--- src/rtl/apb_bridge_pkg6.sv ---
// Shared types and helpers for the valid/ready to APB request bridge.
package apb_bridge_pkg6;

  localparam int SEL_BITS = 4;
  localparam int NUM_SEL  = 16;

  typedef enum logic [1:0] {
    IDLE   = 2'd0,
    SETUP  = 2'd1,
    ACCESS = 2'd2,
    RESP   = 2'd3
  } apb_br_state_e;

  function automatic logic [NUM_SEL-1:0] decode_psel(input logic [SEL_BITS-1:0] index);
    decode_psel = NUM_SEL'(1) << index;
  endfunction

endpackage

--- src/rtl/apb_wait_timer6.sv ---
// Counts ACCESS cycles with pready6 low; expired flags the cycle the count hits the limit.
module apb_wait_timer6 #(
  parameter int TIMEOUT_CYCLES = 256
) (
  input  logic pclock6,
  input  logic preset6,
  input  logic clear,
  input  logic en,
  output logic expired
);

  generate
    if (TIMEOUT_CYCLES == 0) begin : g_off
      assign expired = 1'b0;
    end else begin : g_on
      localparam int CW = $clog2(TIMEOUT_CYCLES + 1);
      localparam logic [CW-1:0] LIMIT = CW'(TIMEOUT_CYCLES);

      logic [CW-1:0] count_q, count_d, count_now;

      // count_now includes the current stalled cycle, so the abort lands on
      // exactly the TIMEOUT_CYCLES-th low cycle and a ready in that cycle wins.
      always_comb begin
        count_now = count_q + CW'(en);
        count_d   = clear ? '0 : count_now;
      end

      assign expired = en && (count_now == LIMIT);

      always_ff @(posedge pclock6 or negedge preset6) begin
        if (!preset6) count_q <= '0;
        else          count_q <= count_d;
      end
    end
  endgenerate

endmodule

--- src/rtl/apb_req_bridge6.sv ---
// Single-outstanding valid/ready request to APB transfer bridge with slave decode and wait timeout.
module apb_req_bridge6
  import apb_bridge_pkg6::*;
#(
  parameter int PADDR_WIDTH6   = 32,
  parameter int PWDATA_WIDTH6  = 32,
  parameter int PRDATA_WIDTH6  = 32,
  parameter int NUM_SLAVES     = 16,
  parameter int SEL_LSB        = 12,
  parameter int TIMEOUT_CYCLES = 256
) (
  input  logic                     pclock6,
  input  logic                     preset6,
  input  logic                     req_valid,
  output logic                     req_ready,
  input  logic [PADDR_WIDTH6-1:0]  req_addr,
  input  logic                     req_write,
  input  logic [PWDATA_WIDTH6-1:0] req_wdata,
  output logic                     rsp_valid,
  input  logic                     rsp_ready,
  output logic [PRDATA_WIDTH6-1:0] rsp_rdata,
  output logic                     rsp_slverr,
  output logic                     rsp_timeout,
  output logic [PADDR_WIDTH6-1:0]  paddr6,
  output logic                     prwd6,
  output logic [PWDATA_WIDTH6-1:0] pwdata6,
  output logic [NUM_SEL-1:0]       psel6,
  output logic                     penable6,
  input  logic                     pready6,
  input  logic [PRDATA_WIDTH6-1:0] prdata6,
  input  logic                     pslverr6
);

  apb_br_state_e state_q, state_d;

  logic [PADDR_WIDTH6-1:0]  paddr_q, paddr_d;
  logic                     prwd_q, prwd_d;
  logic [PWDATA_WIDTH6-1:0] pwdata_q, pwdata_d;
  logic                     rsp_valid_q, rsp_valid_d;
  logic [PRDATA_WIDTH6-1:0] rsp_rdata_q, rsp_rdata_d;
  logic                     rsp_slverr_q, rsp_slverr_d;
  logic                     rsp_timeout_q, rsp_timeout_d;

  logic [SEL_BITS-1:0] req_idx, cur_idx;
  logic                dec_err;
  logic                tmo_en, tmo_clear, tmo_expired;

  assign req_idx = req_addr[SEL_LSB +: SEL_BITS];
  assign cur_idx = paddr_q[SEL_LSB +: SEL_BITS];
  assign dec_err = ({1'b0, req_idx} >= 5'(NUM_SLAVES));

  assign tmo_en    = (state_q == ACCESS) && !pready6;
  assign tmo_clear = (state_d != ACCESS);

  apb_wait_timer6 #(
    .TIMEOUT_CYCLES (TIMEOUT_CYCLES)
  ) u_timer (
    .pclock6 (pclock6),
    .preset6 (preset6),
    .clear   (tmo_clear),
    .en      (tmo_en),
    .expired (tmo_expired)
  );

  always_comb begin
    state_d       = state_q;
    paddr_d       = paddr_q;
    prwd_d        = prwd_q;
    pwdata_d      = pwdata_q;
    rsp_valid_d   = rsp_valid_q;
    rsp_rdata_d   = rsp_rdata_q;
    rsp_slverr_d  = rsp_slverr_q;
    rsp_timeout_d = rsp_timeout_q;

    case (state_q)
      IDLE: begin
        if (req_valid) begin
          paddr_d  = req_addr;
          prwd_d   = req_write;
          pwdata_d = req_write ? req_wdata : '0;
          // Unpopulated slot: answer with an error without touching the bus.
          if (dec_err) begin
            state_d       = RESP;
            rsp_valid_d   = 1'b1;
            rsp_rdata_d   = '0;
            rsp_slverr_d  = 1'b1;
            rsp_timeout_d = 1'b0;
          end else begin
            state_d = SETUP;
          end
        end
      end
      SETUP: state_d = ACCESS;
      ACCESS: begin
        if (pready6) begin
          state_d       = RESP;
          rsp_valid_d   = 1'b1;
          rsp_slverr_d  = pslverr6;
          rsp_rdata_d   = (!prwd_q && !pslverr6) ? prdata6 : '0;
          rsp_timeout_d = 1'b0;
        end else if (tmo_expired) begin
          state_d       = RESP;
          rsp_valid_d   = 1'b1;
          rsp_slverr_d  = 1'b1;
          rsp_rdata_d   = '0;
          rsp_timeout_d = 1'b1;
        end
      end
      RESP: begin
        if (rsp_ready) begin
          state_d     = IDLE;
          rsp_valid_d = 1'b0;
        end
      end
      default: state_d = IDLE;
    endcase
  end

  always_ff @(posedge pclock6 or negedge preset6) begin
    if (!preset6) begin
      state_q       <= IDLE;
      paddr_q       <= '0;
      prwd_q        <= 1'b0;
      pwdata_q      <= '0;
      rsp_valid_q   <= 1'b0;
      rsp_rdata_q   <= '0;
      rsp_slverr_q  <= 1'b0;
      rsp_timeout_q <= 1'b0;
    end else begin
      state_q       <= state_d;
      paddr_q       <= paddr_d;
      prwd_q        <= prwd_d;
      pwdata_q      <= pwdata_d;
      rsp_valid_q   <= rsp_valid_d;
      rsp_rdata_q   <= rsp_rdata_d;
      rsp_slverr_q  <= rsp_slverr_d;
      rsp_timeout_q <= rsp_timeout_d;
    end
  end

  // Bus controls decode straight from the state flop so reset drops them at once.
  assign psel6       = ((state_q == SETUP) || (state_q == ACCESS)) ? decode_psel(cur_idx) : '0;
  assign penable6    = (state_q == ACCESS);
  assign req_ready   = (state_q == IDLE);
  assign paddr6      = paddr_q;
  assign prwd6       = prwd_q;
  assign pwdata6     = pwdata_q;
  assign rsp_valid   = rsp_valid_q;
  assign rsp_rdata   = rsp_rdata_q;
  assign rsp_slverr  = rsp_slverr_q;
  assign rsp_timeout = rsp_timeout_q;

endmodule

--- config.mk ---
export PLATFORM = sky130hd
export DESIGN_NAME = apb_req_bridge6
export DESIGN_NICKNAME = d
export VERILOG_FILES = /design/src/rtl/apb_bridge_pkg6.sv /design/src/rtl/apb_wait_timer6.sv /design/src/rtl/apb_req_bridge6.sv
export SDC_FILE = /design/constraint.sdc
export NUM_CORES = 1
export LEC_CHECK = 0
export ABC_AREA = 1
export CAP_MARGIN = 20
export CELL_PAD_IN_SITES_DETAIL_PLACEMENT = 2
export CELL_PAD_IN_SITES_GLOBAL_PLACEMENT = 2
export CORE_UTILIZATION = 22
export DETAILED_ROUTE_END_ITERATION = 8
export PLACE_DENSITY = 0.78
export SKIP_CTS_REPAIR_TIMING = 1
export SLEW_MARGIN = 20
export SYNTH_ARGS = -nofsm -noshare
export SYNTH_HDL_FRONTEND = slang
export SYNTH_SLANG_ARGS = --single-unit
--- constraint.sdc ---
create_clock -name pclock6 -period 3 [get_ports pclock6]
set_input_delay 0.45 -clock pclock6 [delete_from_list [all_inputs] [get_ports pclock6]]
set_output_delay 0.45 -clock pclock6 [all_outputs]
set_load 0.03 [all_outputs]
* Yosys cells after proc, flatten, opt, wreduce, memory -nomap -nowiden
Cells that the tools add are included.
Storage, ports and cells: flip-flop bits (word level) 111, input port bits 103, output and inout bits 118, word-level logic and storage cells 48
Cells by class: add/subtract/negate cells 1, eq/ne operators 7, shift-type cells 1, multiplexer cells 17, reduce and logical (&&, ||, !) cells 13
Operators by type and width (count):
- two-way mux 32 bit | 4
- two-way mux 16 bit | 1
- << shifter 1 x 4 -> 16 bit (first input constant) | 1
- adder 9 x 1 -> 9 bit | 1
- == test 9 bit (second input constant) | 1
- two-way mux 9 bit | 1
- two-way mux 2 bit | 4
- one-hot mux 2 bit (4 select lines) | 1
- two-way mux 1 bit | 5
- == test 2 bit (second input constant) | 2
- != test 2 bit (second input constant) | 2
- AND reduction 2 bit | 2
- nonzero test 2 bit | 2
- logical AND 1 bit | 3
- logical NOT 1 bit | 3
- != test 3 x 1 -> 1 bit (second input constant) | 1
- AND reduction 3 bit | 1
- == test 2 x 1 -> 1 bit (second input constant) | 1
- logical NOT 2 bit | 1
- one-hot mux 1 bit (2 select lines) | 1
- logical OR 1 bit | 1

* Longest topological paths before layout
Gate-level depths: netlist (run 1).
word-level depth 10, gate-level depth with buffers 19, depth with buffers taken out 19

* Cells and area by module
Synthesis (run 1) repeated with hierarchy kept, for this count alone.
Second synthesis, totals: cell total of the unflattened synthesis 556, area, all modules 4842.1 um^2
By module, submodules not included:
- apb_req_bridge6 | times used 1, cells each 483, area an instance 4319.1 um^2, sequential area each 2552.4 um^2
- apb_wait_timer6 | times used 1, cells each 73, area an instance 523.0 um^2, sequential area each 225.2 um^2

* Worst setup path before layout (run 1)
OpenSTA, ideal clock, no wires.
path kind register to register, start point reg state_q[0], end point reg u_timer.g_on.count_q[0], arrival time 2535 ps, required time 2881 ps, setup slack 347 ps, cell stages (with the launch flop) 20, path buffers 0, clock period less this slack 2653 ps, cells stage by stage dfrtp_1 > inv_1 > ha_1 > inv_1 > nor2_1 > ha_1 > ha_1 > inv_1 > nor2_2 > nand2_1 > nand2_1 > nand2_1 > nor2_1 > nand3_2 > nand2_2 > nand2_4 > nand2_1 > nand2_2 > nand3_4 > nor2_1
On the way: word-level cells in the longest chain between the ends 10, elaborated cells on any way between the ends 15, those cells by class 1 x add/sub; 5 x eq/ne; 6 x mux; 3 x reduce/logical
Ends and longest elaborated chain:
- start: declaration | line apb_req_bridge6.sv:34 | apb_br_state_e state_q, state_d;
- start signal: assignment | line apb_req_bridge6.sv:130 | state_q <= state_d;
- == test 2 bit (*)
- via penable6 | line apb_req_bridge6.sv:28 | output logic penable6,
- logical AND 1 bit | line apb_req_bridge6.sv:52 | assign tmo_en = (state_q == ACCESS) && !pready6;
- adder 9 x 1 -> 9 bit | line apb_wait_timer6.sv:24 | count_now = count_q + CW'(en);
- == test 9 bit | line apb_wait_timer6.sv:28 | assign expired = en && (count_now == LIMIT);
- logical AND 1 bit | line apb_wait_timer6.sv:28
- two-way mux 2 bit | line apb_req_bridge6.sv:101 | end else if (tmo_expired) begin
- two-way mux 2 bit | line apb_req_bridge6.sv:95 | if (pready6) begin
- one-hot mux 2 bit (4 select lines) | line apb_req_bridge6.sv:75 | case (state_q)
- != test 2 bit | line apb_req_bridge6.sv:53 | assign tmo_clear = (state_d != ACCESS);
- two-way mux 9 bit (*) | line apb_wait_timer6.sv:25 | count_d = clear ? '0 : count_now;
- via u_timer.g_on.count_d[0] | line apb_wait_timer6.sv:19 | logic [CW-1:0] count_q, count_d, count_now;
- end signal: assignment | line apb_wait_timer6.sv:32 | else count_q <= count_d;
- end: declaration | line apb_wait_timer6.sv:19
The timed path passes the listed nets; every way through them passes the cells marked *. A chain may end at the register's enable or synchronous reset.

* Final worst setup path (run 1)
start point reg state_q[1], end point out psel6[15]
On the way: word-level cells in the longest chain between the ends 3, elaborated cells on any way between the ends 4, those cells by class 2 x eq/ne; 1 x mux; 1 x reduce/logical
Ends and longest elaborated chain:
- == test 2 x 1 -> 1 bit / == test 2 bit (equally long branches) | line apb_req_bridge6.sv:142 | assign psel6 = ((state_q == SETUP) || (state_q == ACCESS)) ? decode_psel(cur_idx) : '0;
- logical OR 1 bit (*) | line apb_req_bridge6.sv:142
- two-way mux 16 bit (*) | line apb_req_bridge6.sv:142
- end: declaration | line apb_req_bridge6.sv:27 | output logic [NUM_SEL-1:0] psel6,
Mark *: on every way between the ends. The rest lies on a longest branch, timed or not.

==> results of run 1 <==
==> metrics by stage <==
stage	cell area [um^2]	cells	setup TNS [ns]	hold slack, ns	power (mW)
4_1_cts	7540	1053	0	0.132	8.25
3_5_place_dp	7250	1037	0	0.464	6.99
5_1_grt	7540	1053	-0.00663	0.145	8.61
3_3_place_gp	7250	1037	0	0.454	6.87
6_report	7540	1053	0	0.114	8.10
2_1_floorplan	4700	557	0	0.154	4.90
==> layout make-up <==
type,count,share of cell area [%]
Timing Repair Buffer,232,30.7
Clock buffer,10,3.17
Sequential cell,111,36.8
Multi-Input combinational cell,392,22.7
Clock inverter,6,0.680
Inverter,27,1.34
Tap cell,275,4.56
==> worst paths after layout <==
kind	startpoint	to	slack, ns	depth (start not counted)
min in group pclock6	rsp_rdata[14]$_DFFE_PN0P_	rsp_rdata[14]$_DFFE_PN0P_	0.48	2
worst min register to register	rsp_rdata[14]$_DFFE_PN0P_	rsp_rdata[14]$_DFFE_PN0P_	0.48	2
worst min-delay path	preset6	u_timer.g_on.count_q[3]$_DFF_PN0_	0.11	1
max in group asynchronous	preset6	rsp_rdata[4]$_DFFE_PN0P_	2.06	2
worst max register to register	state_q[0]$_DFF_PN0_	u_timer.g_on.count_q[7]$_DFF_PN0_	0.31	18
worst max-delay path	state_q[1]$_DFF_PN0_	psel6[15]	0.24	5
==> Yosys cell counts <==
cell      instances
nor2_1           35
ha_1              7
clkbuf_1         21
o211ai_1          1
nor2_2            2
nand2_2           2
a21oi_2           1
xor2_1            1
buf_2             5
dfrtp_1         111
nor3_1            1
nand2_4           1
nand2_1         247
nand3_2           1
o21ai_0          42
inv_1            27
o21ai_1           1
o31ai_1           1
nand3_1          47
nand3_4           1
buf_6             1
nand3b_1          1
==> flip-flops by register name (all words and copies together), names as in the netlist <==
signal                count
prwd6                     1
pwdata6                  32
rsp_timeout               1
state_q                   2
u_timer.g_on.count_q      9
rsp_valid                 1
rsp_rdata                32
rsp_slverr                1
paddr6                   32
==> worst register-to-register path: stages, from the launching register on <==
cell     delay (ns)
dfrtp_1        0.39
inv_2          0.09
ha_1           0.18
inv_1          0.10
nor2_1         0.11
ha_2           0.22
ha_1           0.20
inv_1          0.08
nor2_2         0.15
nand3_1        0.11
nand2_1        0.12
nor2_1         0.06
nand3_2        0.09
nand2_2        0.07
nand2_4        0.15
nand2_1        0.10
nand2_2        0.10
nand3_4        0.12
nor2_1         0.18
==> where the power goes <==
group | leakage [nW] | switching (mW) | total, mW | internal (mW)
sequential | 1.45 | 0.379 | 2.52 | 2.14
combinational | 1.87 | 2.70 | 4.36 | 1.67
clock | 0.139 | 0.613 | 1.22 | 0.602
total | 3.45 | 3.69 | 8.10 | 4.41
==> metal layers <==
layer	wire length (um)	vias to the layer above	global-route usage (%)	part of all wire (%)
li1	-	2166	-	-
met1	7150	2250	19.0	43
met2	8170	147	25.8	49
met3	1160	15	4.63	6.9
met4	243	0	4.54	1.5
met5	0	-	0	0
==> cells by family (layout without fill, tap and decap cells) <==
family / Yosys count / count (layout)
simple gates: 338 / 338
flops: 111 / 111
buf+inv: 54 / 275
compound gates: 46 / 46
fa+ha+maj: 7 / 7
xor+xnor: 1 / 1
==> results.py, run 1 <==
metrics = {
    "synthesis": {
        "synth_top_family_by_area": "simple AND/OR/NAND/NOR gates",
        "synth_area_per_cell_um2": 8.44,
        "synth-compound-area-share_pct": 5.09,
        "synth-xor-area-share_pct": 0.186,
        "ys_seq_area_share_pct": 59.1,
        "netlist_area_um2": 4700,
        "yosys.area.top_type": "dfrtp_1",
        "yosys_warnings": 0,
        "synth-simple-area-share_pct": 29.2,
        "synthTopCellsByArea": "dfrtp_1, nand2_1, nand3_1",
        "synth_top_area_share_pct": 59.1,
        "ys_types": 22,
        "synth_fa_ha_area_share_pct": 1.86,
        "syn_inst": 557,
        "syn_nets": 667,
        "synth_mux_area_share_pct": 0,
        "synth-seq-cells": 111,
    },
    "floorplanning": {
        "die_y_um": 148,
        "rows": 53,
        "start_util_pct": 22.4,
        "core-area_um2": 21000,
        "die_area_um2": 21900,
        "io_pins": 221,
        "dieWidth_um": 148,
    },
    "route": {
        "detail_route.wl_per_cell_um": 15.9,
        "drc": 0,
        "vias_per_cell": 4.35,
        "routed-via-count": 4578,
        "drt_iter0_markers": 146,
        "wl_um": 16700,
        "ant_nets": 0,
        "drtPass1Iterations": 4,
    },
    "placement": {
        "pre_cts_ws_ns": 0.170,
        "dp_hpwl_um": 12200,
        "routabilityCongestion": 0.784,
        "io_buffers": 220,
    },
    "cts": {
        "cts-root-buf": "clkbuf_16",
        "clock_latency_ns": 0.35,
        "clk_pin_slew_ns": 0.08,
        "cts_tree": "built",
        "clock_path_buffers": 2,
        "cts_num_sinks": 111,
        "cts_buffers": 9,
        "cts_htree_levels": 3,
    },
    "run_status": {
        "status": "finished, final reports clean",
    },
    "setup_path": {
        "cp_data_arrival_time_ns": 2.31,
        "end_kind": "output port",
        "worstPathCellList": "inv_1, ha_1, nand2_1, nor2_1, clkdlybuf4s50_1",
        "required_ns": 2.55,
        "crit_buf_inv": 2,
        "critPathKind": "reg -> out",
        "crit_path_top_delay_cell": "clkdlybuf4s50_1",
        "startpoint_type": "register",
        "worst-path-max-fanout": 8,
        "cpLargestDelayFamily": "buffers and inverters",
        "slowest_delay_ns": 0.71,
    },
    "finish": {
        "drive_gt1_share_pct": 5.27,
        "multiInputGateArea_um2": 1720,
        "antennaDiodeCount": 0,
        "area_delta_synth_final_pct": 60.5,
        "final_cell_mix": "nand2_1, clkdlybuf4s50_1, dfrtp_1, nand3_1, o21ai_0",
        "fillCellCount": 2362,
        "layout_commonest_cell": "nand2_1",
        "num-nets-final": 883,
        "fin_util_pct": 36.0,
        "seqCellArea_um2": 2780,
    },
    "power": {
        "p_leak_nw": 3.45,
        "power_density_nw_per_um2": 1070,
        "vdd_drop_max_v": 0.000343,
    },
    "global_route": {
        "grt_pass1_wl_um": 26700,
        "grt_remaining_overflow": 0,
        "antenna_found_initial": 0,
        "grt_max_degree": 66,
        "first_global_vias": 4952,
        "track_usage_pct": 15.4,
    },
    "timing": {
        "fin_crit_ns": 2.76,
        "relSlewSlack_pct": 59.0,
        "setup_viol": 0,
        "post-route-period-util_pct": 91.9,
        "clock_skew_ns": 0.00919,
        "setup_slack_ns": 0.244,
        "fmax_ghz": 0.363,
        "hold_violations": 0,
        "tightest_slew_ns": 0.614,
        "drv_slew": 0,
    },
    "flow_run": {
        "max_cap_violations": 0,
    },
    "hold_path": {
        "min_path_type": "in -> async",
    },
}
No activity file was read; power rests on OpenSTA's default activity.
==> run 2, diff against run 1 <==
Settings changed: RECOVER_POWER from default to 100.
==> run 2 against run 1 <==
Net effect:
- the run now ends with capacitance limit, slew limit left
- critical path depth is the same
- die area is the same
- clock skew grew 0.00065 ns
- cell count is the same
- global-route usage is the same
- register-to-register slack is essentially flat
- maximum frequency is essentially flat
- utilization shrank 0.054 points
- critical path type unchanged
- largest power group unchanged
==> results.py, run 2 (same netlist as run 1, synthesis figures left out) <==
metrics = {
    "route": {
        "wl_um": 16700,
        "detail_route.wl_per_cell_um": 15.9,
        "routed-via-count": 4558,
        "drtPass1Iterations": 4,
        "ant_nets": 0,
        "drt_iter0_markers": 139,
        "vias_per_cell": 4.33,
        "drc": 0,
    },
    "floorplanning": {
        "start_util_pct": 22.4,
        "die_area_um2": 21900,
        "die_y_um": 148,
        "rows": 53,
        "io_pins": 221,
        "core-area_um2": 21000,
        "dieWidth_um": 148,
    },
    "placement": {
        "dp_hpwl_um": 12200,
        "io_buffers": 220,
        "routabilityCongestion": 0.784,
        "pre_cts_ws_ns": 0.170,
    },
    "global_route": {
        "track_usage_pct": 15.4,
        "antenna_found_initial": 0,
        "grt_pass1_wl_um": 26700,
        "first_global_vias": 4952,
        "grt_max_degree": 66,
        "grt_remaining_overflow": 0,
    },
    "flow_run": {
        "max_cap_violations": 1,
    },
    "timing": {
        "fin_tns_setup_ns": 0,
        "hold_violations": 0,
        "setup_slack_ns": 0.242,
        "tightest_slew_ns": 2.59,
        "relSlewSlack_pct": -72.7,
        "fmax_ghz": 0.363,
        "setup_viol": 0,
        "post-route-period-util_pct": 91.9,
        "clock_skew_ns": 0.00984,
        "drv_slew": 43,
        "fin_crit_ns": 2.76,
    },
    "cts": {
        "clock_path_buffers": 2,
        "cts_buffers": 9,
        "cts_tree": "built",
        "cts_num_sinks": 111,
        "clock_latency_ns": 0.35,
        "clk_pin_slew_ns": 0.08,
        "cts_htree_levels": 3,
        "cts-root-buf": "clkbuf_16",
    },
    "finish": {
        "layout_commonest_cell": "nand2_1",
        "num-nets-final": 883,
        "area_delta_synth_final_pct": 60.3,
        "final_cell_mix": "nand2_1, clkdlybuf4s50_1, dfrtp_1, dlygate4sd3_1, nand3_1",
        "drive_gt1_share_pct": 5.01,
        "fin_util_pct": 35.9,
        "antennaDiodeCount": 0,
    },
    "setup_path": {
        "startpoint_type": "register",
        "crit-reg2reg-launch": "state_q[0]$_DFF_PN0_",
        "cp_data_arrival_time_ns": 2.31,
        "crit_path_top_delay_cell": "clkdlybuf4s50_1",
        "required_ns": 2.55,
        "worst-path-max-fanout": 8,
        "worstPathCellList": "inv_1, ha_1, nand2_1, nor2_1, clkdlybuf4s50_1",
        "critPathKind": "reg -> out",
        "cp-startpoint": "state_q[1]$_DFF_PN0_",
        "slowest_delay_ns": 0.71,
        "end_kind": "output port",
    },
    "hold_path": {
        "min_path_type": "reg -> reg",
        "hp-start": "rsp_rdata[26]$_DFFE_PN0P_",
    },
    "run_status": {
        "violations": "capacitance limit, slew limit",
        "status": "finished, violations left",
    },
    "power": {
        "power_density_nw_per_um2": 1040,
        "power.total_mw": 7.83,
        "p_leak_nw": 3.66,
        "vdd_drop_max_v": 0.000331,
    },
}
==> run 2: cell count changes in the layout (fill, tap and decap cells not counted) <==
cell,before,now
nand2_1,246,247
buf_4,11,8
clkbuf_2,0,2
dlygate4sd3_1,0,102
clkbuf_1,0,1
clkdlybuf4s50_1,219,117
nand2_2,3,2
==> run 2: per-layer routing <==
metal | vias up | track usage [%] | routed length (um)
li1 | 2170 | - | -
met1 | 2234 | 19.0 | 7180
met2 | 139 | 25.8 | 8150
met3 | 15 | 4.63 | 1120
met4 | 0 | 4.54 | 243
met5 | - | 0 | 0
==> run 2: layout make-up <==
cell class	count	area [um^2]
fill	2367	13400
sequential	111	2780
timing repair buffer	232	2310
multi-input combinational	392	1710
tap	275	344
clock buffer	10	239
inverter	27	101
clock inverter	6	51.3
==> run 2: path summary, 6_finish.rpt <==
| kind | slack [ns] | depth (start not counted) | to |
|---|---|---|---|
| setup / recovery | 0.24 | 5 | psel6[6] |
| hold / removal | 0.47 | 2 | rsp_rdata[26]$_DFFE_PN0P_ |
| setup reg to reg | 0.31 | 18 | u_timer.g_on.count_q[7]$_DFF_PN0_ |
| hold reg to reg | 0.47 | 2 | rsp_rdata[26]$_DFFE_PN0P_ |
| max in group asynchronous | 0.60 | 2 | rsp_rdata[4]$_DFFE_PN0P_ |
| min in group asynchronous | 0.91 | 1 | u_timer.g_on.count_q[3]$_DFF_PN0_ |
==> run 2: power breakdown <==
part	switching [mW]	internal [mW]	leakage, nW
Combinational	2.70	1.43	2.07
Sequential	0.348	2.14	1.45
Clock	0.613	0.602	0.139
==> run 2: critical path: cells and delay by family, from the launching register on <==
family                   cells  cell delay (ns)
buffers and inverters        2             0.80
AND/OR/NAND/NOR              2             0.41
adder cells (fa/ha/maj)      1             0.33
flip-flops                   1             0.42
==> run 2: per-stage QoR <==
step                instances  hold WS, ns  cell area [um^2]
floorplan                 557        0.154              4700
global placement         1037        0.454              7250
detailed placement       1037        0.464              7250
CTS                      1053        0.132              7540
global route             1053        0.494              7530
finish                   1053        0.473              7530
